`src/rtl/jk_ctrl_pkg.sv`:
```
// Shared types for the JK bank controller: command encoding, sequencer states
// and the JK next-state helper.
package jk_ctrl_pkg;

   typedef enum logic [1:0] {
      HOLD   = 2'b00,
      RESET  = 2'b01,
      SET    = 2'b10,
      TOGGLE = 2'b11
   } jk_cmd_e;

   typedef enum logic [1:0] {
      IDLE  = 2'b00,
      APPLY = 2'b01,
      DONE  = 2'b10
   } jk_arb_state_e;

   // Classic JK characteristic equation, one bit.
   function automatic logic jk_next(input logic j, input logic k, input logic q);
      return (j & ~q) | (~k & q);
   endfunction

endpackage

```
`src/rtl/jk_bank.sv`:
```
// Bank of WIDTH JK flip-flops with asynchronous active-high clear.
module jk_bank
   import jk_ctrl_pkg::*;
#(
   parameter int WIDTH = 8
) (
   input  logic             clk,
   input  logic             rst,
   input  logic [WIDTH-1:0] j,
   input  logic [WIDTH-1:0] k,
   output logic [WIDTH-1:0] q
);

   logic [WIDTH-1:0] q_q;
   logic [WIDTH-1:0] q_d;

   always_comb begin
      q_d = q_q;
      for (int b = 0; b < WIDTH; b++) begin
         q_d[b] = jk_next(j[b], k[b], q_q[b]);
      end
   end

   always_ff @(posedge clk or posedge rst) begin
      if (rst) begin
         q_q <= {WIDTH{1'b0}};
      end else begin
         q_q <= q_d;
      end
   end

   assign q = q_q;

endmodule

```
`src/rtl/jk_bank_arbiter.sv`:
```
// Round-robin arbiter plus IDLE/APPLY/DONE sequencer that applies one masked
// JK command per grant to a shared jk_bank.
module jk_bank_arbiter
   import jk_ctrl_pkg::*;
#(
   parameter  int N_REQ = 4,
   parameter  int WIDTH = 8,
   localparam int IDW   = $clog2(N_REQ)
) (
   input  logic                   clk,
   input  logic                   rst,
   input  logic [N_REQ-1:0]       req_i,
   input  logic [2*N_REQ-1:0]     cmd_i,
   input  logic [WIDTH*N_REQ-1:0] mask_i,
   output logic [N_REQ-1:0]       gnt_o,
   output logic                   busy_o,
   output logic                   done_o,
   output logic [IDW-1:0]         done_id_o,
   output logic [WIDTH-1:0]       q_o
);

   jk_arb_state_e    state_q, state_d;
   logic [IDW-1:0]   rr_q, rr_d;
   jk_cmd_e          cmd_q, cmd_d;
   logic [WIDTH-1:0] mask_q, mask_d;
   logic [IDW-1:0]   id_q, id_d;

   jk_cmd_e          cmd_arr [N_REQ];
   logic [WIDTH-1:0] mask_arr [N_REQ];
   logic             win_vld;
   logic [IDW-1:0]   win_id;
   logic [WIDTH-1:0] j_drv;
   logic [WIDTH-1:0] k_drv;

   for (genvar r = 0; r < N_REQ; r++) begin : g_unpack
      assign cmd_arr[r]  = jk_cmd_e'(cmd_i[2*r+1 -: 2]);
      assign mask_arr[r] = mask_i[WIDTH*r +: WIDTH];
   end

   // Requester index reached by stepping 'off' places past the pointer, with wrap.
   function automatic logic [IDW-1:0] rr_index(input logic [IDW-1:0] base, input int off);
      int idx;
      idx = int'(base) + off;
      idx = (idx >= N_REQ) ? idx - N_REQ : idx;
      return IDW'(idx);
   endfunction

   // Round-robin search: first active request at or after the pointer.
   always_comb begin
      win_vld = 1'b0;
      win_id  = {IDW{1'b0}};
      for (int i = 0; i < N_REQ; i++) begin
         if (!win_vld && req_i[rr_index(rr_q, i)]) begin
            win_vld = 1'b1;
            win_id  = rr_index(rr_q, i);
         end else begin
            win_vld = win_vld;
         end
      end
   end

   // Sequencer next state, command capture and grant pulse.
   always_comb begin
      state_d = state_q;
      rr_d    = rr_q;
      cmd_d   = cmd_q;
      mask_d  = mask_q;
      id_d    = id_q;
      gnt_o   = {N_REQ{1'b0}};
      case (state_q)
         IDLE: begin
            if (win_vld) begin
               state_d        = APPLY;
               cmd_d          = cmd_arr[win_id];
               mask_d         = mask_arr[win_id];
               id_d           = win_id;
               gnt_o[win_id]  = 1'b1;
            end else begin
               state_d = IDLE;
            end
         end
         APPLY: begin
            state_d = DONE;
            rr_d    = (id_q == IDW'(N_REQ - 1)) ? {IDW{1'b0}} : id_q + IDW'(1);
         end
         DONE: begin
            state_d = IDLE;
         end
         default: begin
            state_d = IDLE;
         end
      endcase
   end

   // Sequencer and captured-command registers.
   always_ff @(posedge clk or posedge rst) begin
      if (rst) begin
         state_q <= IDLE;
         rr_q    <= {IDW{1'b0}};
         cmd_q   <= HOLD;
         mask_q  <= {WIDTH{1'b0}};
         id_q    <= {IDW{1'b0}};
      end else begin
         state_q <= state_d;
         rr_q    <= rr_d;
         cmd_q   <= cmd_d;
         mask_q  <= mask_d;
         id_q    <= id_d;
      end
   end

   // J/K are driven only in APPLY; the bank holds in every other state.
   always_comb begin
      j_drv = {WIDTH{1'b0}};
      k_drv = {WIDTH{1'b0}};
      if (state_q == APPLY) begin
         j_drv = mask_q & {WIDTH{cmd_q[1]}};
         k_drv = mask_q & {WIDTH{cmd_q[0]}};
      end else begin
         j_drv = {WIDTH{1'b0}};
         k_drv = {WIDTH{1'b0}};
      end
   end

   jk_bank #(
      .WIDTH (WIDTH)
   ) u_bank (
      .clk (clk),
      .rst (rst),
      .j   (j_drv),
      .k   (k_drv),
      .q   (q_o)
   );

   assign busy_o    = (state_q != IDLE);
   assign done_o    = (state_q == DONE);
   assign done_id_o = (state_q == DONE) ? id_q : {IDW{1'b0}};

endmodule

```
`config.mk`:
```
export PLATFORM = sky130hd
export DESIGN_NAME = jk_bank_arbiter
export DESIGN_NICKNAME = d
export VERILOG_FILES = /design/src/rtl/jk_ctrl_pkg.sv /design/src/rtl/jk_bank.sv /design/src/rtl/jk_bank_arbiter.sv
export SDC_FILE = /design/constraint.sdc
export NUM_CORES = 1
export LEC_CHECK = 0
export BUFFER_PORTS_ARGS = -buffer_cell sky130_fd_sc_hd__clkbuf_2
export CAP_MARGIN = 20
export CELL_PAD_IN_SITES_DETAIL_PLACEMENT = 0
export CELL_PAD_IN_SITES_GLOBAL_PLACEMENT = 1
export CORE_ASPECT_RATIO = 0.8
export CORE_MARGIN = 2
export CORE_UTILIZATION = 37
export CTS_CLUSTER_SIZE = 20
export DETAILED_ROUTE_END_ITERATION = 12
export PLACE_DENSITY = 0.88
export SYNTH_ARGS = -nofsm -noshare
export SYNTH_HDL_FRONTEND = slang
export SYNTH_HIERARCHICAL = 1
export SYNTH_SLANG_ARGS = --single-unit
```
`constraint.sdc`:
```
create_clock -name clk -period 3 [get_ports clk]
set_input_delay 0.75 -clock clk [delete_from_list [all_inputs] [get_ports clk]]
set_output_delay 0.75 -clock clk [all_outputs]
set_load 0.005 [all_outputs]
```
==> results of run 1 <==
## registers in the layout (all words and copies together), names as in the netlist
name	flops
cmd_q	2
u_bank/q	8
mask_q	8
id_q	2
rr_q	2
state_q	2
## worst max-delay path: stages
cell and delay, ns:
clkbuf_2 0.13, mux2i_1 0.13, nor2_1 0.05, a311oi_1 0.27, nand2_1 0.19, nor2_1 0.14, clkbuf_2 0.12
## power by group through the flow
| stage | registers, mW | clock network (mW) | logic, mW |
|---|---|---|---|
| finish | 0.637 | 0.279 | 0.782 |
| global route | 0.663 | 0.303 | 0.870 |
| CTS | 0.636 | 0.284 | 0.794 |
| detailed placement | 0.644 | 0 | 0.788 |
| global placement | 0.636 | 0 | 0.780 |
| floorplan | 0.604 | 0 | 0.574 |
## area by class of cell
cell class	count	area, um2	share of cell area
multi-input cells	94	704	0.385
repair buffers	66	343	0.187
flip-flops and latches	24	601	0.328
inverters	15	56.3	0.0308
clock inverters	1	30.0	0.0164
well taps	44	55.1	0.0301
clock buffers	3	41.3	0.0226
## stage by stage
stage,hold WS [ns],util,cell area [um2]
after floorplan,0.461,-,1420
after global placement,0.463,0.469,1760
after detailed placement,0.471,0.469,1760
after CTS,0.413,0.488,1830
after global routing,0.442,0.488,1830
final,0.407,0.488,1830
## worst max-delay path by stage
| stage | endpoint | slack (ns) | start |
|---|---|---|---|
| 2_1_floorplan | gnt_o[0] | 0.62 | req_i[1] |
| 3_3_place_gp | gnt_o[3] | 0.44 | req_i[0] |
| 3_5_place_dp | gnt_o[1] | 0.45 | req_i[0] |
| 4_1_cts | gnt_o[1] | 0.45 | req_i[0] |
| 5_1_grt | gnt_o[1] | 0.27 | req_i[0] |
| 6_report | gnt_o[1] | 0.46 | req_i[0] |
## layer usage
metal | vias up | wire, um
met5 | - | 0
met4 | 0 | 22
met3 | 2 | 203
met2 | 33 | 1420
met1 | 557 | 1550
li1 | 617 | -
## layout by cell type, fill, tap and decap left out, drive strengths merged
cell	synthesis	routed
dfrtp	24	24
mux2	1	1
and2	2	2
ha	1	1
nor2	7	7
bufinv	0	1
o41ai	1	1
clkbuf	2	64
nand2	15	15
o221ai	10	10
buf	6	5
nand2b	2	2
inv	15	15
o21ai	3	3
and3	16	16
o2bb2a	1	1
a311oi	1	1
nor2b	2	2
mux2i	29	29
a21oi	3	3
## kinds of logic (layout without fill, tap and decap cells)
group / Yosys count / in the layout / share of synthesized area
multiplexers: 30 / 30 / 0.212
flip-flops: 24 / 24 / 0.422
AO/OA/AOI/OAI: 19 / 19 / 0.120
AND/OR/NAND/NOR: 44 / 44 / 0.155
buffers and inverters: 23 / 85 / 0.0835
adder cells (fa/ha/maj): 1 / 1 / 0.00879
==> results.toml, run 1 <==
[sta]
period_share = 0.847
fmax_ghz = 0.393
rsz0062_at_grt = "false"
drv_slew = 0
worst_pin_slew_ns = 0.621
hold_viol_final = 0
finalSetupViolations = 0
fin_crit_ns = 2.54
skew_ns = 0.00671
setup_tns_ns = 0
finalWorstSetupSlack_ns = 0.458
slew_headroom = 0.586

[cts]
post-cts-setup-buffers = 0
cts_buffer_depth = 2
ctsHtreeMaxLevel = 1
cts_tree = "yes"
ctsHoldBuffers = 0
root_buffer = "clkbuf_8"
numCtsBuffers = 3
clock-sinks = 24
clkLatencyLatePin_ns = 0.27
cts-resized-gates = 0
clk_pin_slew_ns = 0.08

[placed_design]
place_hpwl_um = 2540
place_ws_ns = 0.450
dp.cells = 243
port_buffers = 61
place_congestion = 0.756

[detailed_routing]
viasPerCell = 4.89
drt-total-wl_um = 3190
drc_errors = 0
vias = 1209
drtIter0Drc = 48
first_pass_iters = 4
wire_per_inst_um = 12.9
ant_nets = 0

[status]
status = "complete, no violations"

[yosys]
yosysTopAreaCellShare = 0.422
ys_seq_elements = 24
yosysWarnings = 6
syn_area_per_cell_um2 = 10.1
synth-seq-area-share = 0.422
synthCells = 141
synth_nets = 188
yosys-top-cells-area = "dfrtp_1 (42%), mux2i_1 (20%), and3_1 (7.0%)"
ys.flop_type = "dfrtp_1"
synth_edf_count = 0
yosysUniqueCellTypes = 24
synth_area_leader_cell = "dfrtp_1"
synthArstFlopShare = 1.00
synth_common_cells = "mux2i_1 (29), dfrtp_1 (24), and3_1 (16)"
synthMostInstantiatedCell = "mux2i_1"
mappedNetlistArea_um2 = 1420

[critical_path]
crit_type = "input port to output pin"
end_kind = "output pin"
rrSetupSlack_ns = 1.16
reg2regPathDepth = 6
r2r-start = "rr_q[1]$_DFFE_PP0P_"
path_max_fanout = 5
critPathLaunchType = "input port"
cp_data_arrival_time_ns = 1.79
required_ns = 2.25
r2r_end = "mask_q[1]$_DFFE_PP0P_"

[worst_hold_path]
worstHoldPathType = "input port to asynchronous set/reset pin"

[floorplanning]
ios = 62
start_util = 0.379
dieArea_um2 = 4360
die_y_um = 59.5
die_w_um = 73.4
row_count = 20
coreArea_um2 = 3750

[finish]
nets = 251
area_delta_synth_final_pct = 28.6
n_antenna_cell = 0
nFillCells = 365
drive_gt1_frac = 0.374
final_cells = 247

[grt]
grt_pass1_vias = 1074
grt-busiest-layer = "met1"
grt_max_degree = 21
antenna_found_initial = 0
grt_overflow = 0
grtUsageMet1 = 0.227
grt_pass1_wl_um = 5100
use_met2 = 0.223
grt_usage = 0.152
use_met3 = 0.0408

[pwr]
vdd_drop_max_uv = 397
power.internal_mw = 1.06
p_total_mw = 1.70
power.switching_fraction = 0.376
leakage_nw = 1.02
p_switching_uw = 639
powerDensity_nw_per_um2 = 928
power_frac_comb = 0.460
clock_power_share = 0.164
seq_power_share = 0.375

[job]
drv_cap = 0
(Power assumes the default switching activity.)
==> inputs of run 2 (changes only) <==
Settings changed: CORE_UTILIZATION 37 to 34, PLACE_DENSITY 0.88 to 0.82.
Clock period 3 ns to 2.6 ns, I/O delays scaled along.
==> results.toml, run 2 (synthesis results as in run 1) <==
[sta]
fin_crit_ns = 2.33
rsz0062_at_grt = "false"
skew_ns = 0.00466
setup_tns_ns = 0
fmax_ghz = 0.430
drv_slew = 0
hold_viol_final = 0
period_share = 0.895
finalSetupViolations = 0
worst_pin_slew_ns = 0.604
slew_headroom = 0.597

[pwr]
powerDensity_nw_per_um2 = 1030
power.switching_fraction = 0.389
p_switching_uw = 732
clock_power_share = 0.133
p_total_mw = 1.88
power_frac_comb = 0.476
leakage_nw = 1.01
seq_power_share = 0.391
power.internal_mw = 1.15
vdd_drop_max_uv = 486

[cts]
root_buffer = "clkbuf_8"
post-cts-setup-buffers = 0
ctsHtreeMaxLevel = 1
cts_buffer_depth = 2
numCtsBuffers = 3
cts-resized-gates = 0
cts_tree = "yes"
clk_pin_slew_ns = 0.08
ctsHoldBuffers = 0
clkLatencyLatePin_ns = 0.27
clock-sinks = 24

[grt]
grt_pass1_wl_um = 4950
grt_pass1_vias = 1037
grt_usage = 0.137
grt_max_degree = 17
grt_overflow = 0
antenna_found_initial = 0

[critical_path]
crit_top_cell = "nor2_1"
cp_data_arrival_time_ns = 1.68
rrSetupSlack_ns = 0.78
critPathLaunchType = "register"
cp_slowest_cell = "dfrtp_1"
slowest_delay_ns = 0.48
path_max_fanout = 6
crit_type = "register to output pin"
critPathTopFamily = "flip-flops"
worstPathCellList = "mux2i_1, nor2_1, a311oi_1, nand2_1, nor2_1, clkbuf_2"
critPathBufInv = 1
end_kind = "output pin"
required_ns = 1.95

[floorplanning]
ios = 62
die_w_um = 76.4
dieArea_um2 = 4720
coreArea_um2 = 4100
die_y_um = 61.9
row_count = 21
start_util = 0.347

[finish]
area_delta_synth_final_pct = 28.6
n_antenna_cell = 0
layout_commonest_cell = "clkbuf_2"
final_cell_mix = "clkbuf_2 (61), mux2i_1 (29), dfrtp_1 (24), and3_1 (16), nand2_1 (15)"
nFillCells = 422
nets = 251
drive_gt1_frac = 0.374

[detailed_routing]
wire_per_inst_um = 11.9
drt-total-wl_um = 3100
drtIter0Drc = 53
viasPerCell = 4.66
drc_errors = 0
first_pass_iters = 5
ant_nets = 0
vias = 1212

[placed_design]
place_hpwl_um = 2440
place_congestion = 0.767
port_buffers = 61

[worst_hold_path]
worstHoldPathType = "input port to asynchronous set/reset pin"

[job]
drv_cap = 0

[status]
status = "complete, no violations"
## run 2: routing by layer
layer	wire length (um)	track usage	vias to the layer above
met4	10	0.0442	0
li1	-	-	619
met3	232	0.0448	2
met2	1240	0.205	48
met1	1610	0.191	543
met5	0	0	-
## run 2: final cells by class
cell class,instances,area [um2],area share
clock buffers,4,55.1,0.0301
inverters,15,56.3,0.0308
multi-input cells,94,704,0.385
flip-flops and latches,24,601,0.328
well taps,57,71.3,0.0390
repair buffers,66,343,0.187
## run 2: power by group through the flow
stage                     clock (mW)  combinational (mW)  sequential, mW
final                          0.250               0.895           0.737
after floorplan                    0               0.662           0.697
after global placement             0               0.898           0.737
after detailed placement           0               0.906           0.745
after global routing           0.272                1.01           0.768
after CTS                      0.260               0.909           0.738
## run 2: path summary, 6_finish.rpt
| check | startpoint | end | cells past startpoint |
|---|---|---|---|
| max in group asynchronous | rst | mask_q[4]$_DFFE_PP0P_ | 2 |
| setup reg to reg | rr_q[1]$_DFFE_PP0P_ | mask_q[6]$_DFFE_PP0P_ | 6 |
| hold / removal | rst | u_bank/q[1]$_DFF_PP0_ | 2 |
| min in group clk | u_bank/q[4]$_DFF_PP0_ | u_bank/q[4]$_DFF_PP0_ | 1 |
| setup / recovery | rr_q[1]$_DFFE_PP0P_ | gnt_o[3] | 6 |
| hold reg to reg | u_bank/q[4]$_DFF_PP0_ | u_bank/q[4]$_DFF_PP0_ | 1 |
## run 2: stage by stage
stage	hold WS [ns]	utilization	setup slack [ns]	instance area (um2)	cells
6_report	0.304	0.447	0.273	1830	260
3_3_place_gp	0.462	0.433	0.321	1780	256
4_1_cts	0.307	0.447	0.262	1830	260
3_5_place_dp	0.468	0.433	0.308	1780	256
2_1_floorplan	0.461	-	0.417	1420	141
5_1_grt	0.330	0.447	0.162	1830	260
==> inputs of run 3 (changes only) <==
Settings changed: CAP_MARGIN 20 to 5, CORE_UTILIZATION 34 to 37, PLACE_DENSITY 0.82 to 0.88.
Clock period 2.6 ns to 2.7 ns, I/O delays scaled along.
==> results.toml, run 3 (synthesis results as in run 1) <==
[placed_design]
place_hpwl_um = 2450
place_congestion = 0.779
port_buffers = 61
dp.cells = 243

[sta]
skew_ns = 0.00490
drv_slew = 0
hold-worst-slack_ns = 0.341
worst_pin_slew_ns = 0.643
fmax_ghz = 0.417
slew_headroom = 0.571
finalSetupViolations = 0
setup_tns_ns = 0
rsz0062_at_grt = "false"
fin_crit_ns = 2.40
hold_viol_final = 0
period_share = 0.889

[grt]
grt_usage = 0.149
antenna_found_initial = 0
grt_pass1_vias = 1026
grt_max_degree = 21
grt_pass1_wl_um = 4890
grt_overflow = 0

[finish]
final_cell_mix = "clkbuf_2 (61), mux2i_1 (29), dfrtp_1 (24), and3_1 (16), nand2_1 (15)"
nets = 251
nFillCells = 371
multi_input_area_um2 = 704
ff_latch_area_um2 = 601
drive_gt1_frac = 0.374
final_cells = 247
area_delta_synth_final_pct = 27.4
n_antenna_cell = 0
layout_commonest_cell = "clkbuf_2"

[critical_path]
reg2regPathDepth = 6
end_kind = "output pin"
required_ns = 2.03
crit_type = "register to output pin"
rrSetupSlack_ns = 0.92
crit_top_cell = "nor2_1"
path_max_fanout = 6
r2r-start = "rr_q[1]$_DFFE_PP0P_"
slowest_delay_ns = 0.47
r2r_end = "mask_q[1]$_DFFE_PP0P_"
critPathLaunchType = "register"
cp_slowest_cell = "dfrtp_1"
cp_data_arrival_time_ns = 1.72
worstPathCellList = "mux2i_1, nor2_1, a311oi_1, nand2_1, nor2_1, clkbuf_2"

[detailed_routing]
first_pass_iters = 4
drt-total-wl_um = 3100
viasPerCell = 4.88
vias = 1206
top_layer = "met4"
wire_per_inst_um = 12.5
drtIter0Drc = 30
wl_met2_um = 1340
drc_errors = 0
wl_met1_um = 1530
ant_nets = 0
wl_met3_um = 197

[cts]
ctsHtreeMaxLevel = 1
clock-sinks = 24
cts_buffer_depth = 2
root_buffer = "clkbuf_8"
cts_tree = "yes"
post-cts-setup-buffers = 0
clk_pin_slew_ns = 0.08
cts-resized-gates = 0
numCtsBuffers = 3
clkLatencyLatePin_ns = 0.27
ctsHoldBuffers = 0

[floorplanning]
die_w_um = 73.4
start_util = 0.379
ios = 62
die_y_um = 59.5
coreArea_um2 = 3750
row_count = 20
dieArea_um2 = 4360

[pwr]
powerDensity_nw_per_um2 = 997
leakage_nw = 1.01
vdd_drop_max_uv = 436

[job]
drv_cap = 0

[status]
status = "complete, no violations"

[worst_hold_path]
worstHoldPathType = "input port to asynchronous set/reset pin"
run 3: cell counts in the layout (fill, tap and decap cells not counted):
Identical to the previous run, type by type.
run 3: worst max path at each step:
| stage | slack, ns | start | endpoint | cells past startpoint |
|---|---|---|---|---|
| 2_1_floorplan | 0.47 | req_i[1] | gnt_o[0] | 5 |
| 3_3_place_gp | 0.30 | req_i[0] | gnt_o[3] | 7 |
| 3_5_place_dp | 0.29 | req_i[0] | gnt_o[3] | 7 |
| 4_1_cts | 0.28 | rr_q[1]$_DFFE_PP0P_ | gnt_o[3] | 6 |
| 5_1_grt | 0.12 | rr_q[1]$_DFFE_PP0P_ | gnt_o[1] | 6 |
| 6_report | 0.30 | rr_q[1]$_DFFE_PP0P_ | gnt_o[3] | 6 |
run 3: where the power goes:
group | internal, mW | total, mW | switching [mW]
Combinational | 0.434 | 0.867 | 0.434
Clock | 0.130 | 0.242 | 0.112
Sequential | 0.545 | 0.699 | 0.154
Total | 1.11 | 1.81 | 0.700
run 3: cell type report:
class	count	share of cell area
clock buffer	4	0.0303
inverter	15	0.0310
multi-input combinational	94	0.388
sequential	24	0.331
tap	44	0.0303
timing repair buffer	66	0.189
run 3: layer usage:
layer | global-route usage | up-vias
met5 | 0 | -
met4 | 0.0390 | 0
met3 | 0.0391 | 2
met2 | 0.207 | 33
met1 | 0.227 | 547
li1 | - | 624
run 3: worst max-delay path: cells and delay by family, from the launching register on:
family,cells,cell delay [ns]
AOI/OAI and AO/OA,1,0.27
buffers and inverters,1,0.12
DFF,1,0.47
and+or+nand+nor,3,0.40
muxes,1,0.21
run 3: through the flow:
stage	setup WS (ns)	utilization	area [um2]	total power [mW]
2_1_floorplan	0.467	-	1420	1.31
3_3_place_gp	0.299	0.469	1760	1.57
3_5_place_dp	0.293	0.469	1760	1.59
4_1_cts	0.276	0.483	1810	1.83
5_1_grt	0.117	0.483	1810	1.97
6_report	0.301	0.483	1810	1.81
